===== src/rtl/fetch_unit.sv =====
// Instruction fetch and sequencing for a single-issue processor.
// Owns the PC, stalls on user input (IN opcode), and handles halt/resume.
module fetch_unit (
    input  logic        clock,
    input  logic        reset,
    input  logic [31:0] imem_data,
    input  logic        pc_selector,
    input  logic [9:0]  jump_target,
    input  logic        halt,
    input  logic        input_valid,
    input  logic        resume,
    output logic [9:0]  imem_addr,
    output logic [9:0]  pc,
    output logic [31:0] instruction,
    output logic        commit,
    output logic        input_ack,
    output logic        halted,
    output logic [15:0] retired_count
);
    localparam logic [31:0] NOP_WORD = 32'h2000_0000;
    localparam logic [4:0]  OP_IN    = 5'b01100;

    typedef enum logic [1:0] {RUN, WAIT_IN, HALTED} state_t;

    state_t     state, state_next;
    logic [9:0] pc_next;
    logic [9:0] pc_step;
    logic       armed;
    logic       consume;
    logic       is_in;
    logic       input_ready;

    assign imem_addr   = pc;
    assign halted      = (state == HALTED);
    assign instruction = halted ? NOP_WORD : imem_data;
    assign is_in       = (instruction[31:27] == OP_IN);
    assign pc_step     = pc + 10'd1;
    // A level-held input word may only be taken once; armed re-enables after it drops.
    assign input_ready = input_valid && armed;

    always_comb begin
        // NOTE: every signal driven here gets a default first, so no path can infer a latch.
        state_next = state;
        pc_next    = pc;
        commit     = 1'b0;
        consume    = 1'b0;
        case (state)
            RUN: begin
                if (halt) begin
                    state_next = HALTED;
                    commit     = 1'b1;
                end else if (is_in && !input_ready) begin
                    state_next = WAIT_IN;
                end else begin
                    commit  = 1'b1;
                    consume = is_in;
                    pc_next = pc_selector ? jump_target : pc_step;
                end
            end
            // Return to RUN with pc held; the IN itself completes on the next RUN cycle.
            WAIT_IN: begin
                if (input_ready) state_next = RUN;
            end
            HALTED: begin
                if (resume) begin
                    state_next = RUN;
                    pc_next    = pc_step;
                end
            end
            default: state_next = RUN;
        endcase
    end

    // NOTE: registers use non-blocking assignments so every update sees pre-edge values.
    always_ff @(posedge clock or posedge reset) begin
        if (reset) begin
            state         <= RUN;
            pc            <= 10'd0;
            armed         <= 1'b1;
            input_ack     <= 1'b0;
            retired_count <= 16'd0;
        end else begin
            state         <= state_next;
            pc            <= pc_next;
            input_ack     <= consume;
            retired_count <= retired_count + {15'd0, commit};
            if (!input_valid)
                armed <= 1'b1;
            else if (consume)
                armed <= 1'b0;
        end
    end
endmodule


===== config.mk =====
export PLATFORM = sky130hd
export DESIGN_NAME = fetch_unit
export DESIGN_NICKNAME = d
export VERILOG_FILES = /design/src/rtl/fetch_unit.sv
export SDC_FILE = /design/constraint.sdc
export NUM_CORES = 1
export LEC_CHECK = 0
export CAP_MARGIN = 20
export CELL_PAD_IN_SITES_DETAIL_PLACEMENT = 1
export CELL_PAD_IN_SITES_GLOBAL_PLACEMENT = 1
export CORE_ASPECT_RATIO = 1.25
export CORE_UTILIZATION = 25
export CTS_CLUSTER_SIZE = 24
export DETAILED_ROUTE_END_ITERATION = 10
export PLACE_DENSITY_LB_ADDON = 0.1
export SLEW_MARGIN = 0
export SYNTH_ARGS = -nofsm -noshare
export SYNTH_HDL_FRONTEND = slang
export SYNTH_SLANG_ARGS = --single-unit

===== constraint.sdc =====
create_clock -name clock -period 2.5 [get_ports clock]
set_input_delay 0.25 -clock clock [delete_from_list [all_inputs] [get_ports clock]]
set_output_delay 0.25 -clock clock [all_outputs]
set_load 0.005 [all_outputs]

==> metrics.md <==
| Metric | Value |
|---|---|
| Routed length per instance | `15.4 um` |
| DR vias/cell | `4.76` |
| Final setup viols | `0` |
| Met2 WL post-DR | `3.38 mm` |
| Post-DRT Antenna Nets | `0` |
| Root buffer cell | `clkbuf_8` |
| Leak | `1.32 nW` |
| WS Path Type | `input port to output pin` |
| Primary FF master, synth | `dfrtp_1` |
| Register area | `752 um2` |
| Clock Tree Buf Depth | `2` |
| Multi-input gate area | `956 um2` |
| Post-synth net total | `248` |
| Yosys cell types | `42` |
| Worst Hold Class | `input port to asynchronous set/reset pin` |
| Sink Count | `30` |
| Met1 wire length | `2.40 mm` |
| Final GP Congestion | `0.759` |
| IO Port Bufs | `118` |
| Register area share after synthesis | `0.409` |
| ANT cells | `0` |
| Worst Path Required | `2.25 ns` |
| YS warnings | `0` |
| Layout cells sized above 1 | `0.0825` |
| Total CTS buffers | `5` |
| First-pass GRT wire length | `10.2 mm` |
| Syn Area/Cell | `9.33 um2` |
| DR DRC count | `0` |
| Initial antenna violation count | `0` |
| Hold slack | `0.348 ns` |
| Clock latency on the worst-skew pair | `0.28 ns` |
| Iteration-0 DRC Markers | `16` |
| H-tree levels | `2` |
| Max Fclk | `0.436 GHz` |
| Met3 Routed Length | `359 um` |
| Multiplexer share of the synthesized area | `0.0231` |
| DR vias | `1928` |
| Worst r2r src | `armed` |
| Slew headroom | `0.701` |
| Worst vdd ir | `0.451 mV` |
| Switching pwr | `0.762 mW` |
| WP data arrival | `2.04 ns` |
| Final min period | `2.29 ns` |
| Core area | `0.00702 mm2` |
| Global-route usage over all layers | `0.170` |
| Sequential Power Share | `0.337` |
| Post-Route WL | `6.24 mm` |
| Sw Share | `0.317` |
| Final Hold Viols | `0` |
| Die X-Extent | `78.7 um` |
| FFs w/ async S/R, synth | `1.00` |
| Clk network pwr share | `0.205` |
| Slew @ Worst Pin | `0.448 ns` |
| Crit path from | `imem_data[29]` |
| Post-Synth Simple-Gate Area | `0.246` |
| Cell area after synthesis | `0.00184 mm2` |
| Unrepaired setup endpoints after global routing | `no` |
| Clock transition at path regs | `0.07 ns` |
| Post-route clock period utilization | `0.917` |
| Total grt overflow | `0` |
| CTS tree | `done` |
| I/O pin cnt | `119` |
| Filler instances | `822` |
| Setup crit start kind | `input port` |
| Max layer used | `met4` |
| Initial Utilization | `0.262` |
| Pwr/cell area | `743 mW/mm2` |
| Nature of the critical path endpoint | `output pin` |
| Worst-path fanout max | `2` |
| Synthesized flop and latch total | `30` |
| Largest net degree at the start of global routing | `33` |
| Most common cell after layout, fill and taps aside | `clkdlybuf4s50_1` |
| Clk_skew | `0.0105 ns` |
| Pint | `1.64 mW` |
| Post-Synthesis Cells | `197` |
| Area added between synthesis and finish | `75.8%` |
| Largest family of logic cells by synthesized area | `simple AND/OR/NAND/NOR gates` |
| Synth Area in Compound Gates | `0.161` |
| Pre-Repair DR Iteration Count | `4` |
| Status | `completed` |
| Combinational share of power | `0.458` |
| Max-cap viol count | `0` |
| Final net count | `365` |
| Most frequent cells in the layout | `clkdlybuf4s50_1 (118), and2_1 (31), dfrtp_1 (29)` |
| DIE AREA | `0.00770 mm2` |
| Post-DP HPWL | `5.08 mm` |
| Synth Area in Adders | `0.0204` |
| Setup TNS | `0 ns` |
| Number of synthesized flops with an enable pin | `0` |
| Die H | `97.9 um` |
| Vias in the first global route | `2046` |
| FP Rows | `34` |
| Post-Synth XOR/XNOR Area | `0.0667` |
| Final Slew Violations | `0` |
[layout make-up]
class / instances / area share
timing repair buffer: 130 / 0.397
multi-input combinational: 142 / 0.296
sequential: 30 / 0.233
tap: 90 / 0.0348
clock buffer: 5 / 0.0213
clock inverter: 3 / 0.0124
inverter: 5 / 0.00581
[power groups by stage]
stage / Combinational, mW / Sequential, mW / Clock, mW
floorplan: 0.494 / 0.783 / 0
global placement: 1.10 / 0.816 / 0
detailed placement: 1.12 / 0.822 / 0
CTS: 1.12 / 0.815 / 0.509
global route: 1.19 / 0.844 / 0.522
finish: 1.10 / 0.810 / 0.491
[critical path: stages]
cell and delay [ns]:
clkdlybuf4s50_1 0.47, nor4bb_2 0.36, nand2_1 0.12, nor2_1 0.14
a211oi_1 0.11, buf_4 0.15, clkdlybuf4s50_1 0.44
[sequential cells by signal (all words and copies together) (netlist names)]
name,count
retired_count,16
imem_addr,10
state,2
armed,1
input_ack,1
[repair_timing]
action                     in CTS  in global routing
setup buffers                   0                  0
hold buffers                    0                  0
resized for setup               0                  1
setup endpoints to repair       0                  1
[routing by layer]
layer | global-route usage | vias to the layer above
met4 | 0.0541 | 0
met3 | 0.0421 | 10
met5 | 0 | -
met1 | 0.184 | 931
met2 | 0.318 | 64
li1 | - | 923
[per-stage QoR]
stage	power, mW	cell area [um2]	std cells	utilization	setup slack [ns]
final	2.40	3230	405	0.460	0.207
after global routing	2.56	3230	405	0.460	0.0835
after CTS	2.45	3230	405	0.460	0.0605
after detailed placement	1.94	3120	397	0.444	-0.0630
after global placement	1.92	3120	397	0.444	-0.0300
after floorplan	1.28	1840	197	-	0.482
[cells in the mapped netlist (3+ instances only)]
cell type	count	area share
nor2_1	8	0.016
nand4_1	5	0.017
a221oi_1	4	0.019
o21ai_0	4	0.011
dfrtp_1	29	0.39
buf_2	4	0.011
ha_1	3	0.020
a2bb2oi_1	5	0.024
xnor2_1	8	0.038
and2_1	31	0.11
inv_1	4	0.0082
and3_1	4	0.014
a21oi_1	4	0.011
nand2_1	18	0.037
buf_4	10	0.041
nand3_1	8	0.022
nor3_1	3	0.0082
a211oi_1	4	0.016
clkbuf_1	5	0.010
xor2_1	6	0.029
[logic make-up (layout without fill, tap and decap cells)]
logic type,Yosys count,in the layout
AND/OR/NAND/NOR,83,83
flip-flops,30,30
XOR/XNOR,14,14
adder cells (fa/ha/maj),3,3
buffers and inverters,25,143
AO/OA/AOI/OAI,38,38
multiplexers,4,4
[final timing paths]
check	depth (start not counted)	end	slack, ns
setup / recovery	7	commit	0.21
setup reg to reg	7	retired_count[15]	0.49
hold / removal	3	retired_count[2]	0.35
min in group clock	1	retired_count[15]	0.47
hold reg to reg	1	retired_count[15]	0.47
max in group asynchronous	3	armed	1.82
(Power assumes the default switching activity.)
